## src/rtl/score_ram_writer_if.sv

```systemverilog
// Game-logic side of score_ram_writer: score request in, status and score_ram write port out.
interface score_ram_writer_if #(
  parameter int unsigned SCORE_W = 16
);
  logic [SCORE_W-1:0] score_in;
  logic               update;
  logic               busy;
  logic               done;
  logic [7:0]         wr_addr;
  logic [7:0]         wr_data;
  logic               wr_en;

  modport master (
    output score_in, update,
    input  busy, done, wr_addr, wr_data, wr_en
  );

  modport slave (
    input  score_in, update,
    output busy, done, wr_addr, wr_data, wr_en
  );
endinterface

```

## src/rtl/score_ram_writer.sv

```systemverilog
// Latches a saturated score, converts it serially to BCD and writes one character per digit to score_ram;
// update->done is SCORE_W+DIGITS+1 cycles. SCORE_LZ_BLANK_EN writes leading zeros as spaces.
module score_ram_writer #(
  parameter int unsigned SCORE_W   = 16,
  parameter int unsigned DIGITS    = 5,
  parameter logic [7:0]  BASE_ADDR = 8'd86
) (
  input logic               Clk,
  input logic               Reset,
  score_ram_writer_if.slave bus
);
  localparam int unsigned BW   = 4 * DIGITS;
  localparam int unsigned SW   = BW + SCORE_W;
  localparam int unsigned CMAX = (SCORE_W > DIGITS) ? SCORE_W : DIGITS;
  localparam int unsigned CW   = $clog2(CMAX + 1);

  function automatic logic [63:0] pow10(input int unsigned n);
    logic [63:0] r;
    r = 64'd1;
    for (int unsigned k = 0; k < n; k++) r = r * 64'd10;
    return r;
  endfunction

  localparam logic [63:0] MAX_VAL = pow10(DIGITS) - 64'd1;

  function automatic logic [SCORE_W-1:0] sat(input logic [SCORE_W-1:0] s);
    logic [63:0] w;
    w = 64'(s);
    if (w > MAX_VAL) w = MAX_VAL;
    return w[SCORE_W-1:0];
  endfunction

  // One double-dabble step over the combined {bcd, bin} shift register.
  function automatic logic [SW-1:0] dd_step(input logic [SW-1:0] v);
    logic [SW-1:0] r;
    r = v;
    for (int unsigned k = 0; k < DIGITS; k++)
      if (r[SCORE_W+4*k +: 4] >= 4'd5) r[SCORE_W+4*k +: 4] = r[SCORE_W+4*k +: 4] + 4'd3;
    return r << 1;
  endfunction

  typedef enum logic [1:0] {IDLE, CONVERT, WRITE, DONE} state_e;

  state_e             state_q, state_d;
  logic [SW-1:0]      sh_q, sh_d;
  logic [CW-1:0]      cnt_q, cnt_d;
  logic               pend_q, pend_d;
  logic [SCORE_W-1:0] pval_q, pval_d;
  logic               busy_q, busy_d;
  logic               done_q, done_d;
  logic               wr_en_q, wr_en_d;
  logic [7:0]         wr_addr_q, wr_addr_d;
  logic [7:0]         wr_data_q, wr_data_d;
`ifdef SCORE_LZ_BLANK_EN
  logic               lead_q, lead_d;
`endif

  logic               load;
  logic [SCORE_W-1:0] load_val;
  logic               emit;
  logic [SW-1:0]      src;
  logic [CW-1:0]      idx;
  logic [3:0]         nib;
  logic [7:0]         chr;

  always_comb begin
    state_d   = state_q;
    sh_d      = sh_q;
    cnt_d     = cnt_q;
    pend_d    = pend_q;
    pval_d    = pval_q;
    done_d    = 1'b0;
    wr_en_d   = 1'b0;
    wr_addr_d = wr_addr_q;
    wr_data_d = wr_data_q;
    load      = 1'b0;
    load_val  = sat(bus.score_in);
    emit      = 1'b0;
    src       = sh_q;
    idx       = cnt_q;
    nib       = 4'd0;
    chr       = 8'd0;
`ifdef SCORE_LZ_BLANK_EN
    lead_d    = lead_q;
`endif

    if (bus.update && state_q != IDLE) begin
      pend_d = 1'b1;
      pval_d = sat(bus.score_in);
    end

    case (state_q)
      IDLE: load = bus.update;
      CONVERT: begin
        sh_d  = dd_step(sh_q);
        cnt_d = cnt_q + CW'(1);
        // The last step feeds the first digit write directly so WRITE starts without a gap.
        if (cnt_q == CW'(SCORE_W - 1)) begin
          emit = 1'b1;
          src  = dd_step(sh_q);
          idx  = '0;
        end
      end
      WRITE: begin
        if (cnt_q == CW'(DIGITS)) begin
          state_d = DONE;
          done_d  = 1'b1;
        end else begin
          emit = 1'b1;
        end
      end
      DONE: begin
        pend_d = 1'b0;
        if (bus.update) begin
          load = 1'b1;
        end else if (pend_q) begin
          load     = 1'b1;
          load_val = pval_q;
        end else begin
          state_d = IDLE;
        end
      end
      default: state_d = IDLE;
    endcase

    if (emit) begin
      nib = src[SW-1 -: 4];
      chr = 8'h30 + {4'h0, nib};
`ifdef SCORE_LZ_BLANK_EN
      if (lead_q && nib == 4'd0 && idx != CW'(DIGITS - 1)) chr = 8'h20;
      lead_d = lead_q && (nib == 4'd0);
`endif
      sh_d      = src << 4;
      cnt_d     = idx + CW'(1);
      state_d   = WRITE;
      wr_en_d   = 1'b1;
      wr_addr_d = BASE_ADDR + 8'(idx);
      wr_data_d = chr;
    end

    if (load) begin
      sh_d    = {{BW{1'b0}}, load_val};
      cnt_d   = '0;
      state_d = CONVERT;
`ifdef SCORE_LZ_BLANK_EN
      lead_d  = 1'b1;
`endif
    end

    busy_d = (state_d != IDLE);
  end

  always_ff @(posedge Clk) begin
    if (Reset) begin
      state_q   <= IDLE;
      sh_q      <= '0;
      cnt_q     <= '0;
      pend_q    <= 1'b0;
      pval_q    <= '0;
      busy_q    <= 1'b0;
      done_q    <= 1'b0;
      wr_en_q   <= 1'b0;
      wr_addr_q <= 8'd0;
      wr_data_q <= 8'd0;
`ifdef SCORE_LZ_BLANK_EN
      lead_q    <= 1'b0;
`endif
    end else begin
      state_q   <= state_d;
      sh_q      <= sh_d;
      cnt_q     <= cnt_d;
      pend_q    <= pend_d;
      pval_q    <= pval_d;
      busy_q    <= busy_d;
      done_q    <= done_d;
      wr_en_q   <= wr_en_d;
      wr_addr_q <= wr_addr_d;
      wr_data_q <= wr_data_d;
`ifdef SCORE_LZ_BLANK_EN
      lead_q    <= lead_d;
`endif
    end
  end

  assign bus.busy    = busy_q;
  assign bus.done    = done_q;
  assign bus.wr_en   = wr_en_q;
  assign bus.wr_addr = wr_addr_q;
  assign bus.wr_data = wr_data_q;
endmodule

```

## src/flat_wrapper.sv

```systemverilog
// flat-port wrapper written by rule: the top's interface ports become plain ports
module score_ram_writer_flat 
#(
  parameter int unsigned SCORE_W   = 16,
  parameter int unsigned DIGITS    = 5,
  parameter logic [7:0]  BASE_ADDR = 8'd86
)
  (Clk, Reset, bus_score_in, bus_update, bus_busy, bus_done, bus_wr_addr, bus_wr_data, bus_wr_en);
  score_ram_writer_if #(.SCORE_W(SCORE_W)) bus_i ();
  input logic Clk;
  input logic Reset;
  input wire logic [$bits(bus_i.score_in)-1:0] bus_score_in;
  input wire logic [$bits(bus_i.update)-1:0] bus_update;
  output wire logic [$bits(bus_i.busy)-1:0] bus_busy;
  output wire logic [$bits(bus_i.done)-1:0] bus_done;
  output wire logic [$bits(bus_i.wr_addr)-1:0] bus_wr_addr;
  output wire logic [$bits(bus_i.wr_data)-1:0] bus_wr_data;
  output wire logic [$bits(bus_i.wr_en)-1:0] bus_wr_en;
  assign bus_i.score_in = bus_score_in;
  assign bus_i.update = bus_update;
  assign bus_busy = bus_i.busy;
  assign bus_done = bus_i.done;
  assign bus_wr_addr = bus_i.wr_addr;
  assign bus_wr_data = bus_i.wr_data;
  assign bus_wr_en = bus_i.wr_en;
  score_ram_writer #(.SCORE_W(SCORE_W), .DIGITS(DIGITS), .BASE_ADDR(BASE_ADDR)) u_core (.Clk(Clk), .Reset(Reset), .bus(bus_i));
endmodule
```

## config.mk

```make
export PLATFORM = sky130hd
export DESIGN_NAME = score_ram_writer_flat
export DESIGN_NICKNAME = d
export VERILOG_FILES = /design/src/rtl/score_ram_writer_if.sv /design/src/rtl/score_ram_writer.sv /design/src/flat_wrapper.sv
export SDC_FILE = /design/constraint.sdc
export NUM_CORES = 1
export LEC_CHECK = 0
export ABC_AREA = 1
export BUFFER_PORTS_ARGS = -buffer_cell sky130_fd_sc_hd__clkbuf_2
export CORE_ASPECT_RATIO = 0.6
export CORE_UTILIZATION = 50
export DETAILED_ROUTE_END_ITERATION = 7
export PLACE_DENSITY = 0.79
export SKIP_LAST_GASP = 1
export SLEW_MARGIN = 20
export SYNTH_ARGS = -nofsm -noshare
export SYNTH_HDL_FRONTEND = slang
export SYNTH_SLANG_ARGS = --single-unit
```

## constraint.sdc

```tcl
create_clock -name Clk -period 3.6 [get_ports Clk]
set_clock_uncertainty 0.1 [all_clocks]
set_input_delay 0.18 -clock Clk [delete_from_list [all_inputs] [get_ports Clk]]
set_output_delay 0.18 -clock Clk [all_outputs]
set_load 0.1 [all_outputs]
```

==> results of run 1 <==
flip-flops by register name (all words and copies together), names as in the netlist:
register,flops
u_core.sh_q,36
u_core.pval_q,16
u_core.bus.wr_addr,6
u_core.bus.wr_data,5
u_core.cnt_q,5
u_core.state_q,2
u_core.bus.busy,1
u_core.bus.done,1
u_core.bus.wr_en,1
u_core.pend_q,1
cell usage after synthesis, types with 2 or more instances:
| cell | n | area [um^2] |
|---|---|---|
| nand2_1 | 220 | 826 |
| inv_1 | 89 | 334 |
| nand3_1 | 79 | 395 |
| o21ai_0 | 77 | 385 |
| dfxtp_1 | 74 | 1480 |
| nor2_1 | 50 | 188 |
| a21oi_1 | 43 | 215 |
| ha_1 | 17 | 213 |
| clkbuf_1 | 16 | 60.1 |
| buf_4 | 12 | 90.1 |
| buf_2 | 8 | 40.0 |
| o211ai_1 | 7 | 52.6 |
| a21oi_2 | 6 | 52.6 |
| nor3_1 | 5 | 25.0 |
| a31oi_1 | 3 | 18.8 |
| inv_2 | 3 | 11.3 |
| nand4_1 | 3 | 18.8 |
| or2_2 | 3 | 18.8 |
| buf_6 | 2 | 22.5 |
| nand2_2 | 2 | 12.5 |
| nor2_2 | 2 | 12.5 |
| nor2_4 | 2 | 22.5 |
| xor2_1 | 2 | 17.5 |
worst max-delay path by stage:
stage / startpoint / endpoint / slack (ps) / cells past startpoint
after global placement: u_core.cnt_q[2] / u_core.sh_q[21] / 840 / 9
after global routing: u_core.cnt_q[2] / u_core.sh_q[24] / 380 / 10
after CTS: u_core.cnt_q[2] / u_core.sh_q[23] / 650 / 10
after floorplan: u_core.state_q[1] / u_core.bus.wr_addr[3] / 1420 / 11
after detailed placement: u_core.cnt_q[2] / u_core.sh_q[23] / 670 / 10
final: u_core.cnt_q[2] / u_core.sh_q[23] / 520 / 10
power by group:
group	internal, W	switching [W]	total (W)
sequential	0.000863	0.0000330	0.000896
clock	0.000493	0.000320	0.000813
combinational	0.0000836	0.000193	0.000276
critical path, delay by kind of cell, from the launching register on:
| family | cells | cell delay, ps |
|---|---|---|
| AND/OR/NAND/NOR | 8 | 1840 |
| flip-flops | 1 | 440 |
| buffers and inverters | 2 | 650 |
metrics by stage:
step / utilization (%) / instances / power [W] / hold WS (ps) / worst slack, ps
2_1_floorplan: - / 735 / 0.00112 / 215 / 1420
3_3_place_gp: 54.3 / 847 / 0.00117 / 321 / 843
3_5_place_dp: 54.3 / 847 / 0.00118 / 328 / 675
4_1_cts: 57.7 / 863 / 0.00199 / 0.724 / 650
5_1_grt: 57.7 / 863 / 0.00207 / 13.5 / 384
6_report: 57.7 / 863 / 0.00199 / -0.855 / 521
metal layers:
layer,up-vias,global-route usage [%]
met3,23,6.11
met1,2127,35.3
met5,-,0
li1,2364,-
met4,0,9.63
met2,204,38.3
kinds of logic after synthesis:
family	count (synthesis)	synth area share, %
flops	74	32.3
fa+ha+maj	17	4.64
other cells	1	0.0818
buf+inv	131	12.3
simple gates	370	34.2
compound gates	138	16.2
xor+xnor	2	0.382
area by class of cell:
cell class / count / area (um^2)
fill: 801 / 3680
multi-input combinational: 530 / 2550
timing repair buffer: 41 / 230
sequential: 74 / 1480
tap: 112 / 140
clock buffer: 13 / 260
inverter: 93 / 349
==> metrics.yaml, run 1 <==
outcome:
  status: "finished with violations"
  failed_checks: "design-rule violations, negative hold slack"
grt:
  grt_overflow: 0
  antenna_found_initial: 0
  first_global_vias: 4261
  grt_pass1_wl_um: 19700
  track_usage_pct: 25.5
  grt_max_degree: 36
worst_setup_path:
  worstReg2RegEnd: "u_core.sh_q[23]"
  end_kind: "flop"
  crit_required_ps: 3790
  critical_path.max_stage_delay_ps: 590
  cp_slowest_cell: "inv_1"
  crit_type: "reg2reg"
  critPathMaxFanout: 20
  critPathLaunchType: "flop"
  reg2reg_slack_ps: 520
  crit_path_frequent_cell: "nand2_1"
  crit_arrival_ps: 3260
  reg2reg_from: "u_core.cnt_q[2]"
  r2r_cells: 10
  path_cells: "nand2_1 -> nor2_2 -> nand2_1 -> nand2_1 -> nand3_2 -> inv_1 -> nand2_1 -> nand3_1 -> nand2_1 -> inv_1"
cts:
  cts_setup_buffers: 0
  cts_tree: "done"
  cts_hold_buf: 3
  root_buffer: "clkbuf_16"
  clk_pin_slew_ps: 60
  clock-sinks: 74
  cts_max_path_buffers: 2
  h-tree-depth: 3
  ctsResizeCount: 0
  clk_latency_ps: 340
  cts_made_buffers: 9
timing:
  slew_violations: 0
  tns_ps: 0
  grt_setup_unrepaired: "no"
  fin_crit_sh_pct: 85.5
  worstMarginPinSlew_ps: 931
  hold_viol: 1
  setup_viol: 0
  period_minus_slack_ps: 3080
  whs_ps: -0.855
  slew_headroom_pct: 37.8
  max_freq_mhz: 325
synthesis:
  syn_inst: 733
  yosysSeqAreaShare_pct: 32.3
  ys_warn_count: 0
  synth_seq_cells: 74
  avgSynthCellArea_um2: 6.25
  synth_ff_type: "dfxtp_1"
  synth_edf_count: 0
  synth_cell_types: 31
  syn_area_um2: 4580
  synthArstFlopShare_pct: 0
power:
  powerDensity_nw_per_um2: 396
  power.leakage_nw: 2.42
  vdd_drop_max_uv: 306
drt:
  drc: 2
  top_layer_used: "met4"
  vias_per_cell: 5.47
  met1_length_um: 5670
  wl_per_cell_um: 13.4
  routed-via-count: 4718
  wl_met3_um: 905
  first_pass_iters: 8
  wirelength_um: 11500
  ant_nets: 0
  first_iter_violations: 580
  met2_length_um: 4760
layout:
  areaGrowthSynthToFinish_pct: 9.28
  nNetsFinal: 785
  layout_commonest_cell: "nand2_1"
  antennaDiodeCount: 0
  design_area_um2: 5010
  drive_above_1_share_pct: 9.32
  final_cell_mix: "220 x nand2_1, 89 x inv_1, 79 x nand3_1"
worst_hold_path:
  hp-class: "in2reg"
  hold_depth: 3
  min_from: "bus_score_in[14]"
  holdPathEnd: "u_core.pval_q[14]"
placement:
  io_buffer_count: 34
  dp_hpwl_um: 8070
  place_area_um2: 4720
  routabilityCongestion: 0.865
floorplanning:
  num_rows: 26
  initial_core_util_pct: 52.8
  dieArea_um2: 9570
  die_w_um: 126
  io_pins: 38
  die_h_um: 76.2
  core_um2: 8690
flow_run:
  max_cap_viol_count: 0
Power figures use the tool's default switching activity.
==> run 2: changes to the inputs <==
--- a/config.mk
+++ b/config.mk
@@ -8,6 +8,7 @@
 export ABC_AREA = 1
 export BUFFER_PORTS_ARGS = -buffer_cell sky130_fd_sc_hd__clkbuf_2
 export CORE_ASPECT_RATIO = 0.6
+export CORE_MARGIN = 2
 export CORE_UTILIZATION = 50
 export DETAILED_ROUTE_END_ITERATION = 7
 export PLACE_DENSITY = 0.79
==> metrics.yaml, run 2 (synthesized netlist as in run 1, its figures left out) <==
worst_setup_path:
  path_cells: "nand2_1 -> nor2_2 -> nand2_1 -> nand2_1 -> nand3_2 -> inv_1 -> a21oi_1 -> nand2_1 -> inv_1"
  crit_type: "reg2reg"
  critical_path.max_stage_delay_ps: 580
  end_kind: "flop"
  critPathLaunchType: "flop"
  crit_arrival_ps: 3120
  crit_required_ps: 3730
  cp_slowest_cell: "inv_1"
  crit_path_frequent_cell: "nand2_1"
  critPathMaxFanout: 20
floorplanning:
  die_h_um: 78.2
  die_w_um: 128
  io_pins: 38
  num_rows: 27
  core_um2: 9050
  dieArea_um2: 9970
  initial_core_util_pct: 50.6
grt:
  use_met2_pct: 36.5
  track_usage_pct: 24.5
  use_met3_pct: 6.61
  grt_max_degree: 46
  grtUsageMet1_pct: 34.7
  first_global_vias: 4277
  antenna_found_initial: 0
  busiest_layer: "met2"
  grt_pass1_wl_um: 19900
  grt_overflow: 0
layout:
  drive_above_1_share_pct: 9.43
  areaGrowthSynthToFinish_pct: 9.34
  largest_reg_flops: 36
  multiInputGateArea_um2: 2550
  final_cell_mix: "220 x nand2_1, 89 x inv_1, 79 x nand3_1"
  nNetsFinal: 784
  ff_latch_area_um2: 1480
  fin_util_pct: 55.3
  instances_no_fill: 869
  top_register: "u_core.sh_q"
  antennaDiodeCount: 0
  fill_cells: 874
  layout_commonest_cell: "nand2_1"
drt:
  ant_nets: 0
  wl_per_cell_um: 13.3
  vias_per_cell: 5.39
  drc: 0
  wirelength_um: 11500
  first_pass_iters: 5
  first_iter_violations: 496
  routed-via-count: 4688
cts:
  cts_made_buffers: 9
  cts_tree: "done"
  cts_max_path_buffers: 2
  cts_setup_buffers: 0
  root_buffer: "clkbuf_16"
  h-tree-depth: 3
  clk_latency_ps: 340
  clk_pin_slew_ps: 60
  ctsResizeCount: 0
  clock-sinks: 74
power:
  power.switching_w: 0.000559
  power.leakage_nw: 2.42
  swShare_pct: 28.1
  pwr-share-seq_pct: 45.0
  power_w: 0.00199
  intPower_w: 0.00143
  vdd_drop_max_uv: 349
  p_clk_share_pct: 41.1
  powerDensity_nw_per_um2: 397
  pwr-share-comb_pct: 13.8
timing:
  slew_violations: 0
  tns_ps: 0
  slew_headroom_pct: 36.5
  period_minus_slack_ps: 2990
  fin_ws_ps: 609
  max_freq_mhz: 334
  hold_viol: 0
  worstMarginPinSlew_ps: 951
  fin_crit_sh_pct: 83.1
  setup_viol: 0
  grt_setup_unrepaired: "no"
placement:
  routabilityCongestion: 0.901
  io_buffer_count: 34
  dp_hpwl_um: 7970
  place_inst: 850
  post-place-ws_ps: 701
flow_run:
  max_cap_viol_count: 0
worst_hold_path:
  hp-class: "in2reg"
outcome:
  status: "finished clean"
## run 2: per-layer routing
| metal | share of wire [%] | routed length [um] |
|---|---|---|
| met2 | 43 | 4900 |
| met3 | 7.6 | 873 |
| met4 | 1.1 | 123 |
| met1 | 49 | 5630 |
| met5 | 0 | 0 |
## run 2: critical path, delay by kind of cell (launching register included)
family / cells / cell delay [ps]
compound gates: 1 / 130
buf+inv: 2 / 630
flops: 1 / 440
simple gates: 6 / 1580
## run 2: path summary, 6_finish.rpt
kind | start | endpoint | slack [ps] | depth (start not counted)
hold reg to reg | u_core.pval_q[7] | u_core.pval_q[7] | 350 | 2
setup / recovery | u_core.cnt_q[2] | u_core.sh_q[29] | 610 | 9
setup reg to reg | u_core.cnt_q[2] | u_core.sh_q[29] | 610 | 9
hold / removal | bus_score_in[4] | u_core.pval_q[4] | 20 | 3
## run 2: power groups by stage
stage	clock network, W	logic [W]	registers, W
detailed placement	0	0.000268	0.000911
global placement	0	0.000261	0.000910
CTS	0.000833	0.000272	0.000894
floorplan	0	0.000211	0.000910
global route	0.000878	0.000313	0.000900
finish	0.000817	0.000275	0.000895
## run 2: cell type report
class                   count  area share, %
clock buffers              13           4.99
clock inverters             3          0.300
inverters                  93           6.97
repair buffers             40           4.44
multi-input cells         530           50.8
flip-flops and latches     74           29.6
well taps                 116           2.90
## run 2: what timing repair did
| action | in CTS | in global routing |
|---|---|---|
| endpoints found under the hold margin | 3 | 0 |
| endpoints found under the setup margin | 0 | 0 |
| hold buffers | 3 | 0 |
## run 2: metrics by stage
| step | cell area, um^2 | hold slack [ps] |
|---|---|---|
| 3_5_place_dp | 4720 | 327 |
| 2_1_floorplan | 4590 | 215 |
| 4_1_cts | 5010 | 6.82 |
| 5_1_grt | 5010 | 11.5 |
| 6_report | 5010 | 18.7 |
| 3_3_place_gp | 4720 | 322 |
